File: src/rtl/u8f_pkg.sv
// Shared types and widths for the u8-to-float burst streamer.
package u8f_pkg;

  localparam int unsigned FLOAT_W  = 32;
  localparam int unsigned SAMPLE_W = 8;

  typedef enum logic [1:0] {IDLE, RUN, DRAIN, DONE} u8f_state_t;

  // One output buffer entry: converted word plus its last-beat flag.
  typedef struct packed {
    logic               last;
    logic [FLOAT_W-1:0] data;
  } u8f_beat_t;

endpackage

File: src/rtl/u8_float_stream_ctrl_if.sv
// Sample-in / float-out valid-ready stream pair of the burst streamer.
interface u8_float_stream_ctrl_if;
  import u8f_pkg::*;

  logic                in_valid;
  logic                in_ready;
  logic [SAMPLE_W-1:0] in_data;
  logic                out_valid;
  logic                out_ready;
  logic [FLOAT_W-1:0]  out_data;
  logic                out_last;

  modport slave (
    input  in_valid, in_data, out_ready,
    output in_ready, out_valid, out_data, out_last
  );

  modport master (
    output in_valid, in_data, out_ready,
    input  in_ready, out_valid, out_data, out_last
  );

endinterface

File: src/rtl/u8f_skid_buf.sv
// Two-entry valid/ready output buffer with occupancy count and synchronous flush.
module u8f_skid_buf
  import u8f_pkg::*;
(
  input  logic      clk,
  input  logic      reset_n,
  input  logic      flush,
  input  logic      push,
  input  u8f_beat_t push_data,
  input  logic      pop_ready,
  output logic      pop_valid,
  output u8f_beat_t pop_data,
  output logic [1:0] count
);

  u8f_beat_t  ent0, ent1;
  logic [1:0] cnt;
  logic       vld;
  logic       pop_c;
  logic       push_ok_c;

  assign pop_c     = vld && pop_ready;
  assign push_ok_c = push && ((cnt != 2'd2) || pop_c);

  // ent0 is always the head; it only changes when empty or on a pop.
  always_ff @(posedge clk or negedge reset_n) begin
    if (!reset_n) begin
      ent0 <= '0;
      ent1 <= '0;
      cnt  <= '0;
      vld  <= 1'b0;
    end else if (flush) begin
      cnt <= '0;
      vld <= 1'b0;
    end else begin
      case ({push_ok_c, pop_c})
        2'b10: begin
          if (cnt == 2'd0) ent0 <= push_data;
          else             ent1 <= push_data;
          cnt <= cnt + 2'd1;
          vld <= 1'b1;
        end
        2'b01: begin
          ent0 <= ent1;
          cnt  <= cnt - 2'd1;
          vld  <= (cnt == 2'd2);
        end
        2'b11: begin
          if (cnt == 2'd2) begin
            ent0 <= ent1;
            ent1 <= push_data;
          end else begin
            ent0 <= push_data;
          end
        end
        default: ;
      endcase
    end
  end

  assign pop_valid = vld;
  assign pop_data  = ent0;
  assign count     = cnt;

endmodule

File: src/rtl/uint_to_float.sv
// Combinational 8-bit unsigned to IEEE-754 single, scaled by 1/256.
module uint_to_float (
  input  logic [7:0]  u,
  output logic [31:0] f_c
);

  logic [2:0]  msb;
  logic [7:0]  expo;
  logic [22:0] man;

  // Exponent is 127 - 8 + msb; mantissa drops the hidden leading one.
  always_comb begin
    msb = '0;
    for (int i = 0; i < 8; i++) begin
      if (u[i]) msb = 3'(i);
    end
    expo = 8'(119) + 8'(msb);
    man  = 23'(u) << (5'd23 - 5'(msb));
    f_c  = (u == '0) ? '0 : {1'b0, expo, man};
  end

endmodule

File: src/rtl/u8_float_stream_ctrl.sv
// Moves length-bounded bursts of 8-bit samples through uint_to_float into a
// registered, backpressure-safe float stream with last, done, abort and beat count.
module u8_float_stream_ctrl
  import u8f_pkg::*;
#(
  parameter int unsigned LEN_W = 16
) (
  input  logic                   clk,
  input  logic                   reset_n,
  input  logic                   start,
  input  logic [LEN_W-1:0]       len,
  input  logic                   abort,
  u8_float_stream_ctrl_if.slave  strm,
  output logic                   busy,
  output logic                   done,
  output logic [LEN_W-1:0]       beat_cnt
);

  u8f_state_t       state, state_nxt;
  logic [LEN_W-1:0] remaining;
  logic [1:0]       buf_count;
  logic             head_valid;
  u8f_beat_t        head;
  u8f_beat_t        push_beat_c;
  logic [FLOAT_W-1:0] conv_c;
  logic             accept_c;
  logic             deliver_c;
  logic             start_ok_c;
  logic             drain_empty_c;

  // in_ready depends only on registered state, never on in_valid.
  assign strm.in_ready = (state == RUN) && (remaining != '0) && (buf_count < 2'd2);
  assign accept_c      = strm.in_valid && strm.in_ready;
  assign deliver_c     = head_valid && strm.out_ready;
  assign start_ok_c    = start && !abort;
  assign drain_empty_c = (buf_count == 2'd0) || ((buf_count == 2'd1) && deliver_c);

  uint_to_float u_conv (
    .u   (strm.in_data),
    .f_c (conv_c)
  );

  assign push_beat_c = {(remaining == LEN_W'(1)), conv_c};

  u8f_skid_buf u_buf (
    .clk       (clk),
    .reset_n   (reset_n),
    .flush     (abort),
    .push      (accept_c),
    .push_data (push_beat_c),
    .pop_ready (strm.out_ready),
    .pop_valid (head_valid),
    .pop_data  (head),
    .count     (buf_count)
  );

  assign strm.out_valid = head_valid;
  assign strm.out_data  = head.data;
  assign strm.out_last  = head.last;

  always_ff @(posedge clk or negedge reset_n) begin
    if (!reset_n) state <= IDLE;
    else          state <= state_nxt;
  end

  // Abort overrides every transition, including a same-cycle start.
  always_comb begin
    state_nxt = state;
    if (abort) begin
      state_nxt = IDLE;
    end else begin
      case (state)
        IDLE:    if (start) state_nxt = (len == '0) ? DONE : RUN;
        RUN:     if (accept_c && (remaining == LEN_W'(1))) state_nxt = DRAIN;
        DRAIN:   if (drain_empty_c) state_nxt = DONE;
        DONE:    state_nxt = IDLE;
        default: state_nxt = IDLE;
      endcase
    end
  end

  // Status flags are registered from the next state so they track state exactly.
  always_ff @(posedge clk or negedge reset_n) begin
    if (!reset_n) begin
      busy      <= 1'b0;
      done      <= 1'b0;
      remaining <= '0;
      beat_cnt  <= '0;
    end else begin
      busy <= (state_nxt != IDLE);
      done <= (state_nxt == DONE);

      if (abort)                              remaining <= '0;
      else if ((state == IDLE) && start)      remaining <= len;
      else if (accept_c)                      remaining <= remaining - LEN_W'(1);

      if ((state == IDLE) && start_ok_c)      beat_cnt <= '0;
      else if (deliver_c)                     beat_cnt <= beat_cnt + LEN_W'(1);
    end
  end

endmodule
File: src/flat_wrapper.sv
// flat-port wrapper written by rule: the top's interface ports become plain ports
module u8_float_stream_ctrl_flat import u8f_pkg::*;
#(
  parameter int unsigned LEN_W = 16
)
  (clk, reset_n, start, len, abort, busy, done, beat_cnt, strm_in_valid, strm_in_data, strm_out_ready, strm_in_ready, strm_out_valid, strm_out_data, strm_out_last);
  u8_float_stream_ctrl_if strm_i ();
  input  logic clk;
  input  logic reset_n;
  input  logic start;
  input  logic [LEN_W-1:0] len;
  input  logic abort;
  output logic busy;
  output logic done;
  output logic [LEN_W-1:0] beat_cnt;
  input wire logic [$bits(strm_i.in_valid)-1:0] strm_in_valid;
  input wire logic [$bits(strm_i.in_data)-1:0] strm_in_data;
  input wire logic [$bits(strm_i.out_ready)-1:0] strm_out_ready;
  output wire logic [$bits(strm_i.in_ready)-1:0] strm_in_ready;
  output wire logic [$bits(strm_i.out_valid)-1:0] strm_out_valid;
  output wire logic [$bits(strm_i.out_data)-1:0] strm_out_data;
  output wire logic [$bits(strm_i.out_last)-1:0] strm_out_last;
  assign strm_i.in_valid = strm_in_valid;
  assign strm_i.in_data = strm_in_data;
  assign strm_i.out_ready = strm_out_ready;
  assign strm_in_ready = strm_i.in_ready;
  assign strm_out_valid = strm_i.out_valid;
  assign strm_out_data = strm_i.out_data;
  assign strm_out_last = strm_i.out_last;
  u8_float_stream_ctrl #(.LEN_W(LEN_W)) u_core (.clk(clk), .reset_n(reset_n), .start(start), .len(len), .abort(abort), .strm(strm_i), .busy(busy), .done(done), .beat_cnt(beat_cnt));
endmodule
File: config.mk
export PLATFORM = sky130hd
export DESIGN_NAME = u8_float_stream_ctrl_flat
export DESIGN_NICKNAME = d
export VERILOG_FILES = /design/src/rtl/u8f_pkg.sv /design/src/rtl/u8_float_stream_ctrl_if.sv /design/src/rtl/u8f_skid_buf.sv /design/src/rtl/uint_to_float.sv /design/src/rtl/u8_float_stream_ctrl.sv /design/src/flat_wrapper.sv
export SDC_FILE = /design/constraint.sdc
export NUM_CORES = 1
export LEC_CHECK = 0
export ABC_AREA = 1
export ABC_CLOCK_PERIOD_IN_PS = 3300
export CAP_MARGIN = 20
export CORE_MARGIN = 2
export CORE_UTILIZATION = 35
export CTS_CLUSTER_DIAMETER = 30
export DETAILED_ROUTE_END_ITERATION = 10
export DONT_BUFFER_PORTS = 1
export PLACE_DENSITY_LB_ADDON = 0.1
export REMOVE_ABC_BUFFERS = 1
export SLEW_MARGIN = 5
export SYNTH_ARGS = -nofsm -noshare
export SYNTH_HDL_FRONTEND = slang
export SYNTH_SLANG_ARGS = --single-unit
File: constraint.sdc
create_clock -name clk -period 3.3 [get_ports clk]
set_input_delay 0.66 -clock clk [delete_from_list [all_inputs] [get_ports clk]]
set_output_delay 0.66 -clock clk [all_outputs]
set_load 0.005 [all_outputs]
After elaboration in Yosys (flattened, before gate mapping):

Cells that the tools add are included.

* memory bits (writable): 0
* register bits after elaboration: 105
* memories: 0
* latch bits: 0
* memory bits (read-only): 0

* $add $sub $neg: 6
* shifts and indexed selects: 1
* equal/unequal tests: 14
* $mul: 0
* reductions and logical operators: 26
* div/mod/pow operators: 0
* bitwise gates (word level): 1
* order comparisons: 1
* mux-type cells: 29

Operators by type and width (number)
* 33-bit 2-to-1 mux: 4
* 33-bit case mux with 3 select lines: 1
* 16-bit 2-to-1 mux: 5
* 33-bit case mux with 2 select lines: 1
* 31-bit 2-to-1 mux: 1
* 8-bit by 5-bit left shift with 23-bit output: 1
* 3-bit 2-to-1 mux: 6
* 16-bit by 1-bit adder with 16-bit output, second input constant: 1
* 16-bit by 1-bit == test with 1-bit output, second input constant: 1
* 16-bit logical NOT: 1
* 16-bit nonzero test: 1
* 16-bit by 1-bit subtractor with 16-bit output, second input constant: 1
* 2-bit == test, second input constant: 6
* 2-bit 2-to-1 mux: 6
* 1-bit logical AND: 10
* 3-bit nonzero test: 3
* 7-bit by 3-bit adder with 8-bit output, first input constant: 1
* 8-bit logical NOT: 1
* 2-bit case mux with 4 select lines: 1
* 2-bit by 1-bit == test with 1-bit output, second input constant: 3
* 2-bit != test, second input constant: 3
* 2-bit nonzero test: 3
* 5-bit by 3-bit subtractor with 5-bit output, first input constant: 1
* 2-bit logical NOT: 2
* 12 further kinds: 14

Depth between registers and ports, before layout:

* depth in word-level cells: 12
* mapped depth: 15

By module:

A second synthesis with hierarchy kept.

* cell total of the unflattened synthesis: 848
* area, all modules: 6053.3 um^2

By module, submodules not included
* u8f_skid_buf: area each 3210.6 um^2, cells each 420, instances 1
* u8_float_stream_ctrl: area each 2354.8 um^2, cells each 339, instances 1
* uint_to_float: area each 488.0 um^2, cells each 89, instances 1

Least setup slack after synthesis:

OpenSTA, ideal clock, no wires.

* kind: input to register
* from: in strm_in_data[6]
* to: reg u_core.u_buf.ent0 (netlist bit u_core.u_buf.pop_data[25])
* arrival time: 2.048 ns
* data required time: 3.184 ns
* slack: 1.136 ns
* path buffers: 1
* cell stages on the path: 12
* cell sequence: inv_1 or2_0 clkbuf_1 nand2_2 ha_1 or2_2 nand3_1 o21ai_0 nand2_1 o211ai_1 nand2_1 nand2_1

* word-level cells in the longest chain between the ends: 6
* elaborated cells between the ends (all ways): 8

Ends and longest elaborated chain
* start, declared: RTL line flat_wrapper.sv:17 `input wire logic [$bits(strm_i.in_data)-1:0] strm_in_data;`
* 3-bit 2-to-1 mux (2 in a row): RTL line uint_to_float.sv:15 `if (u[i]) msb = 3'(i);`
* 7-bit by 3-bit adder with 8-bit output: RTL line uint_to_float.sv:17 `expo = 8'(119) + 8'(msb);`
* 31-bit 2-to-1 mux (*): RTL line uint_to_float.sv:19 `f_c = (u == '0) ? '0 : {1'b0, expo, man};`
* 33-bit 2-to-1 mux (on tied branches): RTL line u8f_skid_buf.sv:49, u8f_skid_buf.sv:38
* 33-bit case mux with 3 select lines (*): RTL line u8f_skid_buf.sv:36 `case ({push_ok_c, pop_c})`
* end signal, assigned: RTL line u8f_skid_buf.sv:38 `if (cnt == 2'd0) ent0 <= push_data;`
* end signal, assigned: RTL line u8f_skid_buf.sv:50 `ent0 <= ent1;`
* end signal, assigned: RTL line u8f_skid_buf.sv:53 `ent0 <= push_data;`
* end, declared: RTL line u8f_skid_buf.sv:16 `u8f_beat_t ent0, ent1;`

Every way passes the cells marked *; elsewhere a longest branch is shown, timed or not. The select of a mux whose other input is x is not followed.
A chain may end at the register's enable or synchronous reset.

Worst setup path after layout:

* from: reg u_core.remaining[0]
* to: reg u_core.u_buf.ent1[24] (netlist name)

* word-level cells in the longest chain between the ends: 8
* elaborated cells between the ends (all ways): 12

Ends and longest elaborated chain
* start, declared: RTL line u8_float_stream_ctrl.sv:20 `logic [LEN_W-1:0] remaining;`
* start signal, assigned: RTL line u8_float_stream_ctrl.sv:94 `else if ((state == IDLE) && start) remaining <= len;`
* start signal, assigned: RTL line u8_float_stream_ctrl.sv:95 `else if (accept_c) remaining <= remaining - LEN_W'(1);`
* 16-bit nonzero test (*): RTL line u8_float_stream_ctrl.sv:32 `assign strm.in_ready = (state == RUN) && (remaining != '0) && (buf_count < 2'd2);`
* 1-bit logical AND (*) (2 in a row): RTL line u8_float_stream_ctrl.sv:32
* 1-bit logical AND (*): RTL line u8_float_stream_ctrl.sv:33 `assign accept_c = strm.in_valid && strm.in_ready;`
* 1-bit logical AND (*): RTL line u8f_skid_buf.sv:23 `assign push_ok_c = push && ((cnt != 2'd2) || pop_c);`
* 2-bit == test: RTL line u8f_skid_buf.sv:36
* 2-bit != test (no line) or 2-bit nonzero test (tied branches)
* 4-bit AND reduction (no line)
* end signal, assigned: RTL line u8f_skid_buf.sv:39 `else ent1 <= push_data;`
* end signal, assigned: RTL line u8f_skid_buf.sv:51 `ent1 <= push_data;`
* end, declared: RTL line u8f_skid_buf.sv:16

Every way passes the cells marked *; elsewhere a longest branch is shown, timed or not.

==> flow_metrics.env <==
export IMPL_status="complete, no violations"
export IMPL_rows=40
export IMPL_yosys_warnings=0
export IMPL_cp_arrival_ns=2.58
export IMPL_vias=3710
export IMPL_worst_slew_pin_slew_ns=0.578
export IMPL_slew_headroom=0.614
export IMPL_rsz0062_at_grt="false"
export IMPL_fmax_mhz=424
export IMPL_grt_pass1_wl_um=18700
export IMPL_grt_overflow_total=0
export IMPL_cap_violations=0
export IMPL_vdd_ir_drop_max_v=0.000202
export IMPL_avgViaCountPerCell=5.05
export IMPL_syn_inst=584
export IMPL_layout_common_cells="nand2_1 (146), dfrtp_1 (65), nor2_1 (57)"
export IMPL_cp_max_fo=16
export IMPL_layout_nets=620
export IMPL_tns_ns=0
export IMPL_start_kind="flop"
export IMPL_hold_viol_final=0
export IMPL_fill_cells=1266
export IMPL_tritoncts="yes"
export IMPL_globalplace_congestion=0.870
export IMPL_die_h_um=114
export IMPL_first_global_vias=3585
export IMPL_path_clk_slew_ns=0.06
export IMPL_multi_input_area_um2=2200
export IMPL_cts_root_buf="clkbuf_16"
export IMPL_power_leakage_nw=2.24
export IMPL_dpl_hpwl_um=8150
export IMPL_r2r_start="u_core.remaining[0]"
export IMPL_cp_data_required_time_ns=3.53
export IMPL_routedWlPerCell_um=15.3
export IMPL_htree_levels=3
export IMPL_cts_buffers=9
export IMPL_yosysUniqueCellTypes=46
export IMPL_synth_seq_cells=65
export IMPL_drt_iter0_markers=231
export IMPL_antenna_found_initial=0
export IMPL_slew_viol_final=0
export IMPL_regArea_um2=1630
export IMPL_die_width_um=114
export IMPL_synth_edf_count=0
export IMPL_fp_coreArea_um2=11900
export IMPL_power_density_nw_per_um2=654
export IMPL_final_core_util=0.389
export IMPL_n_antenna_cell=0
export IMPL_ant_nets=0
export IMPL_hp_class="input pin to async pin"
export IMPL_fin_crit_ns=2.36
export IMPL_portBuffers=0
export IMPL_area_growth_pct=9.20
export IMPL_fin_crit_sh=0.715
export IMPL_routed_wirelength_um=11200
export IMPL_drt_pass1_iterations=4
export IMPL_cts_repair_resized=0
export IMPL_cp_end_kind="flop"
export IMPL_syn_cell_area_um2=4250
export IMPL_finalSetupViolations=0
export IMPL_fin_cells=735
export IMPL_synth_seq_area_share=0.383
export IMPL_clock_skew_ns=0.00734
export IMPL_cts_sinks=65
export IMPL_dieArea_um2=13000
export IMPL_grt_max_degree=66
export IMPL_synth_top_flop_cell="dfrtp_1"
export IMPL_worstSetupStartpoint="u_core.remaining[0]"
export IMPL_final_common_cell="nand2_1"
export IMPL_synthArstFlopShare=1.00
export IMPL_io_pins=83
export IMPL_clock_latency_ns=0.34
export IMPL_remaining_drc_errors=0
export IMPL_start_util=0.356
export IMPL_place_inst=718
export IMPL_syn_avg_cell_area_um2=7.27
export IMPL_grtUsageTotal=0.184
export IMPL_cts_max_path_buffers=2
export IMPL_final_layout_size_suffix_gt1_frac=0.102
export IMPL_critPathKind="flop to flop"
-- registers in the layout, indices dropped and copies added, names as in the netlist --
| register | count |
|---|---|
| u_core.u_buf.count | 2 |
| u_core.remaining | 16 |
| u_core.u_buf.ent1 | 13 |
| u_core.beat_cnt | 16 |
| u_core.u_buf.pop_data | 13 |
| u_core.done | 1 |
| u_core.busy | 1 |
| u_core.state | 2 |
| u_core.u_buf.pop_valid | 1 |
-- synth_stat cells (2+ instances only) --
master | instances | area share
nor2_1 | 57 | 0.050
a21oi_2 | 2 | 0.0041
nor3_1 | 13 | 0.015
nor2_2 | 3 | 0.0044
inv_2 | 8 | 0.0071
buf_2 | 8 | 0.0094
o211ai_1 | 5 | 0.0088
nand3_1 | 55 | 0.065
a21oi_1 | 31 | 0.037
dfrtp_1 | 65 | 0.38
clkbuf_1 | 4 | 0.0035
o31ai_1 | 3 | 0.0053
nand2_2 | 3 | 0.0044
o21ai_2 | 6 | 0.012
o21ai_0 | 32 | 0.038
nor4_1 | 4 | 0.0059
ha_1 | 7 | 0.021
nand2_1 | 146 | 0.13
o21ai_1 | 9 | 0.011
o311ai_0 | 3 | 0.0062
or2_2 | 3 | 0.0044
buf_4 | 23 | 0.041
a31oi_1 | 3 | 0.0044
nand2_4 | 4 | 0.011
inv_1 | 55 | 0.049
nor2_4 | 3 | 0.0080
nand4_1 | 6 | 0.0088
or2_0 | 4 | 0.0059
buf_6 | 2 | 0.0053
-- path summary, 6_finish.rpt --
check / slack, ns / end / cells past startpoint
worst max-delay path: 0.94 / u_core.u_buf.ent1[24] / 13
worst min-delay path: 0.01 / u_core.remaining[0] / 0
worst max register to register: 0.94 / u_core.u_buf.ent1[24] / 13
worst min register to register: 0.48 / u_core.u_buf.ent1[28] / 2
max in group asynchronous: 2.96 / u_core.u_buf.count[0] / 1
min in group clk: 0.45 / u_core.u_buf.pop_valid / 1
-- cell type report --
cell class / count / share of cell area
Timing Repair Buffer: 8 / 0.0157
Inverter: 63 / 0.0510
Multi-Input combinational cell: 436 / 0.474
Tap cell: 147 / 0.0397
Sequential cell: 65 / 0.351
Clock inverter: 6 / 0.0197
Clock buffer: 10 / 0.0494
-- what timing repair did --
action / CTS / global route
hold buffers: 0 / 1
setup buffers: 0 / 0
setup endpoints to repair: 0 / 0
hold endpoints to repair: 0 / 32
-- power breakdown --
part / switching [mW] / total [mW] / internal, mW
sequential: 0.188 / 1.19 / 1.01
clock: 0.387 / 1.05 / 0.666
combinational: 0.505 / 0.784 / 0.279
total: 1.08 / 3.03 / 1.95
-- cell families after synthesis --
group                    after synthesis  synth area share
flip-flops                            65             0.383
XOR/XNOR                               2           0.00413
other                                  1          0.000883
AND/OR/NAND/NOR                      308             0.335
adder cells (fa/ha/maj)                7            0.0206
AO/OA/AOI/OAI                        101             0.142
buffers and inverters                100             0.115
-- worst max-delay path, stage by stage, from the launching register on --
cell     delay [ns]
dfrtp_1        0.42
inv_1          0.12
ha_1           0.28
nand2_4        0.13
nor2_8         0.06
nand2_4        0.09
nand3_4        0.18
nor2_4         0.21
nand2_2        0.09
a21oi_2        0.13
buf_4          0.19
inv_2          0.16
nand2_1        0.11
o21ai_2        0.05
-- per-stage QoR --
| stage | area [um2] | hold WS [ns] | setup slack (ns) | power [mW] |
|---|---|---|---|---|
| finish | 4640 | 0.0115 | 0.942 | 3.03 |
| global route | 4640 | 0.000662 | 0.742 | 3.25 |
| CTS | 4620 | 0.000966 | 0.938 | 3.05 |
| detailed placement | 4300 | 0.367 | 0.844 | 1.98 |
| global placement | 4300 | 0.366 | 0.828 | 1.99 |
| floorplan | 4060 | 0.364 | 0.982 | 1.78 |
-- layer usage --
| layer | global-route usage | wire (um) | vias to the layer above |
|---|---|---|---|
| met4 | 0.0772 | 230 | 0 |
| met2 | 0.277 | 5050 | 87 |
| met3 | 0.0408 | 532 | 15 |
| li1 | - | - | 1876 |
| met1 | 0.257 | 5430 | 1732 |
| met5 | 0 | 0 | - |
No activity file was read; power rests on OpenSTA's default activity.
